==> src/rtl/load_store_unit.sv <==
// load_store_unit: issues one data-memory load/store per command and returns the result.
// Latency: start -> REQ next cycle; ack in REQ cycle k -> done pulse at k+1 (min 2 cycles).
// Backpressure: start is ignored while busy; no queueing, the caller must wait for done.
//
// Optional feature: define LSU_ALIGN_CHECK_EN to reject misaligned effective addresses
// (err with no memory strobe). When undefined, the EA is issued unchanged.
//
// Ports:
//   clk, rst                       clock and synchronous active-high reset
//   start, opcode, base, disp,     command from execute: EA = base + sext(disp)
//   store_data
//   busy, done, err, load_data     status/result back to the pipeline
//   mem_addr, mem_wdata,           request to data memory; strobes are held for the
//   mem_opcode, mem_read,          whole REQ phase
//   mem_write
//   mem_rdata, mem_ack             response from data memory
module load_store_unit #(
  parameter int ADDR_W         = 32,
  parameter int TIMEOUT_CYCLES = 16
) (
  input  logic              clk,
  input  logic              rst,
  input  logic              start,
  input  logic [5:0]        opcode,
  input  logic [63:0]       base,
  input  logic [15:0]       disp,
  input  logic [63:0]       store_data,
  output logic              busy,
  output logic              done,
  output logic              err,
  output logic [63:0]       load_data,
  output logic [ADDR_W-1:0] mem_addr,
  output logic [63:0]       mem_wdata,
  output logic [5:0]        mem_opcode,
  output logic              mem_read,
  output logic              mem_write,
  input  logic [63:0]       mem_rdata,
  input  logic              mem_ack
);

  localparam int CNT_W = $clog2(TIMEOUT_CYCLES + 1);
  // Last REQ cycle index (counter starts at 0 on the first REQ cycle).
  localparam logic [CNT_W-1:0] CNT_LAST = CNT_W'(TIMEOUT_CYCLES - 1);

  localparam logic [5:0] OP_LWZ = 6'd32;
  localparam logic [5:0] OP_LBZ = 6'd34;
  localparam logic [5:0] OP_STW = 6'd36;
  localparam logic [5:0] OP_STB = 6'd38;
  localparam logic [5:0] OP_LHZ = 6'd40;
  localparam logic [5:0] OP_LHA = 6'd42;
  localparam logic [5:0] OP_STH = 6'd44;
  localparam logic [5:0] OP_LD  = 6'd58;
  localparam logic [5:0] OP_STD = 6'd62;

  typedef enum logic [1:0] {
    ST_IDLE = 2'd0,
    ST_REQ  = 2'd1,
    ST_RESP = 2'd2
  } state_t;

  state_t              state_q, state_d;
  logic [ADDR_W-1:0]   addr_q, addr_d;
  logic [63:0]         wdata_q, wdata_d;
  logic [5:0]          opcode_q, opcode_d;
  logic                is_load_q, is_load_d;
  logic [CNT_W-1:0]    cnt_q, cnt_d;
  logic                err_q, err_d;
  logic [63:0]         load_data_q, load_data_d;

  // Decode of the incoming command.
  logic        in_supported;
  logic        in_load;
  logic [1:0]  in_size;      // log2 of access size in bytes
  logic [63:0] ea;
  logic        misaligned;
  logic [63:0] store_masked;
  logic [63:0] load_ext;
  logic        unused_ea_hi;

  always_comb begin
    in_supported = 1'b1;
    in_load      = 1'b0;
    in_size      = 2'd0;
    case (opcode)
      OP_LBZ:  begin in_load = 1'b1; in_size = 2'd0; end
      OP_LHZ:  begin in_load = 1'b1; in_size = 2'd1; end
      OP_LHA:  begin in_load = 1'b1; in_size = 2'd1; end
      OP_LWZ:  begin in_load = 1'b1; in_size = 2'd2; end
      OP_LD:   begin in_load = 1'b1; in_size = 2'd3; end
      OP_STB:  in_size = 2'd0;
      OP_STH:  in_size = 2'd1;
      OP_STW:  in_size = 2'd2;
      OP_STD:  in_size = 2'd3;
      default: in_supported = 1'b0;
    endcase
  end

  // 64-bit add wraps naturally; truncation to ADDR_W happens at the register.
  assign ea = base + {{48{disp[15]}}, disp};
  assign unused_ea_hi = |(ea >> ADDR_W);

`ifdef LSU_ALIGN_CHECK_EN
  always_comb begin
    case (in_size)
      2'd1:    misaligned = ea[0];
      2'd2:    misaligned = |ea[1:0];
      2'd3:    misaligned = |ea[2:0];
      default: misaligned = 1'b0;
    endcase
  end
`else
  assign misaligned = 1'b0;
`endif

  always_comb begin
    case (in_size)
      2'd0:    store_masked = {56'd0, store_data[7:0]};
      2'd1:    store_masked = {48'd0, store_data[15:0]};
      2'd2:    store_masked = {32'd0, store_data[31:0]};
      default: store_masked = store_data;
    endcase
  end

  // Width/sign extension of returned data, keyed by the registered opcode.
  always_comb begin
    case (opcode_q)
      OP_LBZ:  load_ext = {56'd0, mem_rdata[7:0]};
      OP_LHZ:  load_ext = {48'd0, mem_rdata[15:0]};
      OP_LHA:  load_ext = {{48{mem_rdata[15]}}, mem_rdata[15:0]};
      OP_LWZ:  load_ext = {32'd0, mem_rdata[31:0]};
      OP_LD:   load_ext = mem_rdata;
      default: load_ext = 64'd0;
    endcase
  end

  always_comb begin
    state_d     = state_q;
    addr_d      = addr_q;
    wdata_d     = wdata_q;
    opcode_d    = opcode_q;
    is_load_d   = is_load_q;
    cnt_d       = cnt_q;
    err_d       = err_q;
    load_data_d = load_data_q;

    case (state_q)
      ST_IDLE: begin
        if (start) begin
          load_data_d = 64'd0;
          if (!in_supported || misaligned) begin
            // Rejected without touching memory; report the error directly.
            state_d = ST_RESP;
            err_d   = 1'b1;
          end else begin
            state_d   = ST_REQ;
            addr_d    = ea[ADDR_W-1:0];
            opcode_d  = opcode;
            is_load_d = in_load;
            wdata_d   = in_load ? 64'd0 : store_masked;
            cnt_d     = '0;
            err_d     = 1'b0;
          end
        end
      end

      ST_REQ: begin
        cnt_d = cnt_q + 1'b1;
        // Ack is checked first so an ack on the final cycle is not a timeout.
        if (mem_ack) begin
          state_d     = ST_RESP;
          err_d       = 1'b0;
          load_data_d = is_load_q ? load_ext : 64'd0;
        end else if (cnt_q == CNT_LAST) begin
          state_d     = ST_RESP;
          err_d       = 1'b1;
          load_data_d = 64'd0;
        end
      end

      ST_RESP: begin
        state_d     = ST_IDLE;
        err_d       = 1'b0;
        load_data_d = 64'd0;
        cnt_d       = '0;
      end

      default: begin
        state_d     = ST_IDLE;
        err_d       = 1'b0;
        load_data_d = 64'd0;
        cnt_d       = '0;
      end
    endcase
  end

  always_ff @(posedge clk) begin
    if (rst) begin
      state_q     <= ST_IDLE;
      addr_q      <= '0;
      wdata_q     <= 64'd0;
      opcode_q    <= 6'd0;
      is_load_q   <= 1'b0;
      cnt_q       <= '0;
      err_q       <= 1'b0;
      load_data_q <= 64'd0;
    end else begin
      state_q     <= state_d;
      addr_q      <= addr_d;
      wdata_q     <= wdata_d;
      opcode_q    <= opcode_d;
      is_load_q   <= is_load_d;
      cnt_q       <= cnt_d;
      err_q       <= err_d;
      load_data_q <= load_data_d;
    end
  end

  assign busy       = (state_q == ST_REQ) || (state_q == ST_RESP);
  assign done       = (state_q == ST_RESP);
  // err/load_data are only meaningful alongside done; gating keeps them clean otherwise.
  assign err        = done & err_q;
  assign load_data  = done ? load_data_q : 64'd0;
  assign mem_addr   = addr_q;
  assign mem_wdata  = wdata_q;
  assign mem_opcode = opcode_q;
  assign mem_read   = (state_q == ST_REQ) &&  is_load_q;
  assign mem_write  = (state_q == ST_REQ) && !is_load_q;

endmodule

==> config.mk <==
export PLATFORM = sky130hd
export DESIGN_NAME = load_store_unit
export DESIGN_NICKNAME = d
export VERILOG_FILES = /design/src/rtl/load_store_unit.sv
export SDC_FILE = /design/constraint.sdc
export NUM_CORES = 1
export LEC_CHECK = 0
export ABC_AREA = 1
export CAP_MARGIN = 20
export CELL_PAD_IN_SITES_DETAIL_PLACEMENT = 1
export CELL_PAD_IN_SITES_GLOBAL_PLACEMENT = 2
export CORE_ASPECT_RATIO = 1.75
export CORE_MARGIN = 2
export CORE_UTILIZATION = 24
export DETAILED_ROUTE_END_ITERATION = 16
export GPL_TIMING_DRIVEN = 0
export PLACE_DENSITY = 0.95
export SYNTH_ARGS = -nofsm -noshare
export SYNTH_HDL_FRONTEND = slang
export SYNTH_SLANG_ARGS = --single-unit
==> constraint.sdc <==
create_clock -name clk -period 4 [get_ports clk]
set_clock_uncertainty 0.2 [all_clocks]
set_input_delay 0.6 -clock clk [delete_from_list [all_inputs] [get_ports clk]]
set_output_delay 0.6 -clock clk [all_outputs]
set_load 0.005 [all_outputs]
==> results of run 1 <==
==> how the worst min path moves through the flow <==
stage                  start             to  slack [ns]
3_3_place_gp   mem_wdata[39]  mem_wdata[39]        0.23
5_1_grt        mem_wdata[41]  mem_wdata[41]        0.27
2_1_floorplan  mem_wdata[38]  mem_wdata[38]        0.24
6_report       mem_wdata[54]  mem_wdata[54]        0.24
4_1_cts        mem_wdata[54]  mem_wdata[54]        0.25
3_5_place_dp   mem_wdata[54]  mem_wdata[54]        0.24
==> logic make-up (layout without fill, tap and decap cells) <==
| kind of cell | after synthesis | after routing |
|---|---|---|
| AND/OR/NAND/NOR | 801 | 801 |
| buffers and inverters | 351 | 739 |
| AO/OA/AOI/OAI | 242 | 242 |
| flip-flops | 175 | 175 |
| adder cells (fa/ha/maj) | 37 | 37 |
| XOR/XNOR | 16 | 16 |
| other | 0 | 1 |
==> final cells by class <==
class                   instances  area share (%)
multi-input cells            1096            34.3
clock inverters                15            1.34
repair buffers                356            23.9
flip-flops and latches        175            23.5
clock buffers                  17            2.86
diodes                          1          0.0168
inverters                     272            6.86
plain buffers                  79            2.50
well taps                     555            4.67
==> state kept, by name (all words and copies together) (netlist names) <==
| name | flops |
|---|---|
| cnt_q | 5 |
| err_q | 1 |
| is_load_q | 1 |
| load_data_q | 64 |
| mem_addr | 32 |
| mem_opcode | 6 |
| mem_wdata | 64 |
| state_q | 2 |
==> tightest hold or removal path, cell delays in order (launching register included) <==
cell     delay, ns
dfxtp_1       0.31
inv_1         0.05
a21oi_1       0.05
==> power by group <==
group | internal, mW | leakage (nW) | switching (mW)
Combinational | 0.379 | 5.06 | 0.529
Sequential | 1.77 | 1.41 | 0.0215
Clock | 0.953 | 0.290 | 0.842
Total | 3.10 | 6.76 | 1.39
==> stage by stage <==
stage	cells	total power [mW]	utilization, %	cell area (µm²)	worst slack (ns)
3_5_place_dp	2533	2.75	34.5	14300	0.331
6_report	2566	4.50	36.0	14900	0.482
5_1_grt	2566	4.73	36.0	14900	0.249
4_1_cts	2565	4.57	36.0	14900	0.419
3_3_place_gp	2532	2.73	34.4	14200	0.425
2_1_floorplan	1622	2.28	-	10000	1.68
==> Yosys cell counts <==
cell       instances
dfxtp_1          175
a21oi_1          187
nor3b_1            1
o21bai_1           1
inv_2              1
and3_1             3
nand3_1          153
nand4_1            8
o21ai_0           51
fa_1               1
buf_6              4
nand3b_1           2
and2_1             3
ha_1              36
inv_1            271
o21ai_1            1
xnor2_1            1
buf_1              3
nand2b_1           1
nand3_2            1
clkbuf_1          48
nand2_1          544
o2bb2ai_1          1
nor3_1             8
nor3_4             1
a21o_1             1
xor2_1            15
buf_2             18
nor2_1            76
buf_4              6
==> per-layer routing <==
layer  up-vias  track usage, %  part of all wire, %
met5         -               0                 0.23
li1       5782               -                    -
met1      5391            19.6                   36
met3        91            4.39                  4.9
met2       297            39.1                   54
met4        16            8.87                  4.4
==> results.sh, run 1 <==
export IMPL_fin_crit_ns=3.52
export IMPL_grtUsageTotal_pct=20.0
export IMPL_mappedNetlistNets=1877
export IMPL_cts_made_buffers=17
export IMPL_ys_warn_count=0
export IMPL_synth_xor_area_share_pct=1.40
export IMPL_crit_slowest_cell="clkdlybuf4s50_1"
export IMPL_h_tree_depth=4
export IMPL_clk_path_buf_depth=2
export IMPL_final_hold_viol_count=0
export IMPL_grt_max_degree=19
export IMPL_r2r_start="cnt_q[0]"
export IMPL_grt_overflow=0
export IMPL_ys_top_cells_by_area="dfxtp_1, nand2_1, inv_1"
export IMPL_synth_adder_area_share_pct=4.70
export IMPL_drv_cap=0
export IMPL_path_max_fanout=10
export IMPL_grt_pass1_vias=12200
export IMPL_fin_tns_setup_ns=0
export IMPL_dr_pass1_iters=4
export IMPL_holdBufCountCts=0
export IMPL_ys_seq_area_share_pct=35.0
export IMPL_nNetsFinal=2252
export IMPL_place_congestion=0.881
export IMPL_drive_gt1_share_pct=3.18
export IMPL_multi_input_area_um2=5110
export IMPL_syn_area_um2=10000
export IMPL_cp_startpoint="state_q[0]"
export IMPL_port_buffers=355
export IMPL_insertion_delay_ns=0.45
export IMPL_critPathKind="flop to output port"
export IMPL_netlist_cell_type_count=30
export IMPL_holdWs_ns=0.244
export IMPL_synth_compound_gate_area_share_pct=12.2
export IMPL_maxClockFrequency_mhz=284
export IMPL_clock_sinks=175
export IMPL_detail_route_antenna_nets=0
export IMPL_cp_num_buf_inv=5
export IMPL_r2r_end="load_data_q[38]"
export IMPL_clk_pin_slew_ns=0.08
export IMPL_nFillCells=5374
export IMPL_leakage_nw=6.76
export IMPL_min_period_over_period_pct=88.0
export IMPL_wl_um=43900
export IMPL_drc_errors=0
export IMPL_ioPinCount=389
export IMPL_slowest_delay_ns=0.58
export IMPL_fp_dieArea_um2=43400
export IMPL_hold_class="flop to flop"
export IMPL_crit_path_start_kind="flop"
export IMPL_drt_iter0_markers=396
export IMPL_muxShareOfSynthArea_pct=0
export IMPL_syn2layout_area_growth_pct=48.8
export IMPL_p_per_area_nw_per_um2=302
export IMPL_coreArea_um2=41400
export IMPL_final_common_cell="nand2_1"
export IMPL_post_synth_top_area_fraction_pct=35.0
export IMPL_antenna_found_initial=9
export IMPL_setup_viol=0
export IMPL_reg2reg_slack_ns=1.24
export IMPL_synth_top_family_by_area="simple AND/OR/NAND/NOR gates"
export IMPL_status="completed"
export IMPL_slew_headroom_pct=50.0
export IMPL_grt_pass1_wl_um=66100
export IMPL_slew_viol_final=0
export IMPL_final_cell_mix="nand2_1, clkdlybuf4s50_1, inv_1"
export IMPL_cts_tree="yes"
export IMPL_rsz0062_at_grt="no"
export IMPL_placementRows=99
export IMPL_post_cts_buffers=0
export IMPL_die_y_um=274
export IMPL_path_delay_family="buffers and inverters"
export IMPL_path_depth=7
export IMPL_synth_seq_cells=175
export IMPL_worstPathArrival_ns=2.72
export IMPL_vias_per_cell=4.51
export IMPL_wl_per_cell_um=17.1
export IMPL_syn_area_per_cell_um2=6.17
export IMPL_whs_path_depth=2
export IMPL_vdd_drop_max_uv=258
export IMPL_ctsRootBufferMaster="clkbuf_16"
export IMPL_post_dp_hpwl_um=36500
export IMPL_end_kind="output port"
export IMPL_synthSimpleGateAreaFrac_pct=32.7
export IMPL_initial_utilization_pct=24.2
export IMPL_cts_resized_gates=0
export IMPL_die_x_um=158
export IMPL_tightest_slew_ns=0.747
export IMPL_vias=11600
export IMPL_required_ns=3.20
export IMPL_register_area_um2=3500
export IMPL_syn_inst=1622
export IMPL_synth_top_cell_by_area="dfxtp_1"
export IMPL_endpoint="load_data[15]"
export IMPL_path_cells="inv_1, ha_1, clkbuf_1, clkbuf_1, nand2_1, inv_1, clkdlybuf4s50_1"
export IMPL_reg2regPathDepth=10
No activity file was read; power rests on OpenSTA's default activity.
==> inputs of run 2 (changes only) <==
--- a/config.mk
+++ b/config.mk
@@ -11,10 +11,10 @@
 export CELL_PAD_IN_SITES_GLOBAL_PLACEMENT = 2
 export CORE_ASPECT_RATIO = 1.75
 export CORE_MARGIN = 2
-export CORE_UTILIZATION = 24
+export CORE_UTILIZATION = 22
 export DETAILED_ROUTE_END_ITERATION = 16
 export GPL_TIMING_DRIVEN = 0
-export PLACE_DENSITY = 0.95
+export PLACE_DENSITY = 0.89
 export SYNTH_ARGS = -nofsm -noshare
 export SYNTH_HDL_FRONTEND = slang
 export SYNTH_SLANG_ARGS = --single-unit
==> constraint.sdc (replaced) <==
create_clock -name clk -period 3.62 [get_ports clk]
set_clock_uncertainty 0.2 [all_clocks]
set_input_delay 0.543 -clock clk [delete_from_list [all_inputs] [get_ports clk]]
set_output_delay 0.543 -clock clk [all_outputs]
set_load 0.005 [all_outputs]
==> run 2 against run 1 <==
Clock-buffer cell count is the same; die area grew 8.9%; register-to-register slack lost 0.39 ns; critical path depth is the same; non-clock buffer count shrank 1; wire length grew 2.8%; sequential share of layout area is essentially flat; utilization shrank 2.9 points; worst hold slack gained 0.0046 ns; clock power grew 7%; critical path type unchanged; critical endpoint unchanged; largest cell class unchanged; largest power group unchanged.
==> results.sh, run 2 (synthesis gave the netlist of run 1 again) <==
export IMPL_drc_errors=0
export IMPL_setup_viol=0
export IMPL_rsz0062_at_grt="no"
export IMPL_worstPathArrival_ns=2.52
export IMPL_min_period_over_period_pct=90.3
export IMPL_drive_gt1_share_pct=3.14
export IMPL_cts_made_buffers=17
export IMPL_clk_path_buf_depth=2
export IMPL_reg2reg_slack_ns=0.85
export IMPL_coreArea_um2=45000
export IMPL_fp_dieArea_um2=47300
export IMPL_path_max_fanout=10
export IMPL_path_delay_family="buffers and inverters"
export IMPL_fin_tns_setup_ns=0
export IMPL_insertion_delay_ns=0.44
export IMPL_cts_tree="yes"
export IMPL_vdd_drop_max_uv=276
export IMPL_finalPower_mw=4.90
export IMPL_slew_viol_final=0
export IMPL_detail_route_antenna_nets=0
export IMPL_die_x_um=165
export IMPL_path_common_cell="inv_1"
export IMPL_hold_class="flop to flop"
export IMPL_required_ns=2.88
export IMPL_wl_per_cell_um=17.4
export IMPL_ioPinCount=389
export IMPL_clock_sinks=175
export IMPL_wl_um=45100
export IMPL_h_tree_depth=4
export IMPL_placementRows=103
export IMPL_holdWs_ns=0.248
export IMPL_grt_pass1_vias=12300
export IMPL_nNetsFinal=2251
export IMPL_fin_crit_ns=3.27
export IMPL_antenna_found_initial=11
export IMPL_drv_cap=0
export IMPL_ctsRootBufferMaster="clkbuf_16"
export IMPL_grt_pass1_wl_um=68300
export IMPL_initial_utilization_pct=22.2
export IMPL_status="completed"
export IMPL_leakage_nw=6.76
export IMPL_final_common_cell="nand2_1"
export IMPL_grtUsageTotal_pct=19.0
export IMPL_critPathKind="flop to output port"
export IMPL_tightest_slew_ns=0.897
export IMPL_place_congestion=0.863
export IMPL_die_y_um=286
export IMPL_path_cells="inv_1, ha_1, clkbuf_2, clkbuf_1, nand2_1, inv_1, clkdlybuf4s50_1"
export IMPL_crit_path_start_kind="flop"
export IMPL_end_kind="output port"
export IMPL_crit_slowest_cell="clkdlybuf4s50_1"
export IMPL_slew_headroom_pct=40.2
export IMPL_dr_pass1_iters=4
export IMPL_port_buffers=355
export IMPL_vias_per_cell=4.41
export IMPL_grt_overflow=0
export IMPL_cp_num_buf_inv=5
export IMPL_vias=11400
export IMPL_slowest_delay_ns=0.56
export IMPL_drt_iter0_markers=307
export IMPL_clk_pin_slew_ns=0.08
export IMPL_final_cell_mix="nand2_1, clkdlybuf4s50_1, inv_1"
export IMPL_syn2layout_area_growth_pct=48.8
export IMPL_final_hold_viol_count=0
export IMPL_maxClockFrequency_mhz=306
export IMPL_post_dp_hpwl_um=37500
export IMPL_grt_max_degree=19
export IMPL_p_per_area_nw_per_um2=329
run 2: changes by cell type in the layout (fill, tap and decap cells not counted):
cell / change
diode_2: +2
inv_8: +1
clkinv_4: +1
clkbuf_1: -1
clkbuf_2: +1
bufinv_16: -1
clkinvlp_4: -2
buf_4: -1
run 2: final timing paths:
check	from	endpoint	cells past startpoint
hold / removal	mem_wdata[39]	mem_wdata[39]	2
setup reg to reg	cnt_q[0]	load_data_q[45]	10
hold reg to reg	mem_wdata[39]	mem_wdata[39]	2
setup / recovery	state_q[0]	load_data[15]	7
run 2: power breakdown:
part | internal, mW | switching (mW) | total (mW)
combinational | 0.418 | 0.585 | 1.00
sequential | 1.96 | 0.0221 | 1.98
clock | 0.987 | 0.931 | 1.92
total | 3.36 | 1.54 | 4.90
run 2: repair_timing:
item | 4_1_cts | 5_1_grt
hold buffers | 0 | 0
buffers inserted | 0 | 0
endpoints found under the setup margin | 0 | 37
resized for setup | 0 | 2
run 2: per-layer routing:
metal,global-route usage [%],vias to the layer above,wire (µm)
li1,-,5771,-
met1,18.0,5280,16000
met2,37.8,262,25000
met3,4.73,72,2520
met4,7.41,16,1550
met5,0,-,98
run 2: worst register-to-register path: cells and delay by family, from the launching register on:
kind                       cells  cell delay (ns)
buffers and inverters          2             0.77
DFF                            1             0.39
and+or+nand+nor                4             0.66
adders and majority gates      2             0.37
AOI/OAI and AO/OA              2             0.32
run 2: layout make-up:
cell class | instances | area (µm²)
flip-flops and latches | 175 | 3500
plain buffers | 79 | 373
multi-input cells | 1096 | 5110
clock inverters | 14 | 174
repair buffers | 355 | 3550
fillers | 5682 | 30100
well taps | 577 | 722
inverters | 272 | 1020
diodes | 3 | 7.51
clock buffers | 17 | 425
run 2: per-stage QoR:
| step | cell area [µm²] | util [%] | worst slack (ns) | std cells |
|---|---|---|---|---|
| 6_report | 14900 | 33.1 | 0.353 | 2588 |
| 3_5_place_dp | 14300 | 31.7 | 0.0170 | 2554 |
| 3_3_place_gp | 14300 | 31.7 | 0.0653 | 2554 |
| 2_1_floorplan | 10000 | - | 1.36 | 1622 |
| 5_1_grt | 14900 | 33.1 | 0.144 | 2588 |
| 4_1_cts | 14900 | 33.1 | 0.0717 | 2585 |
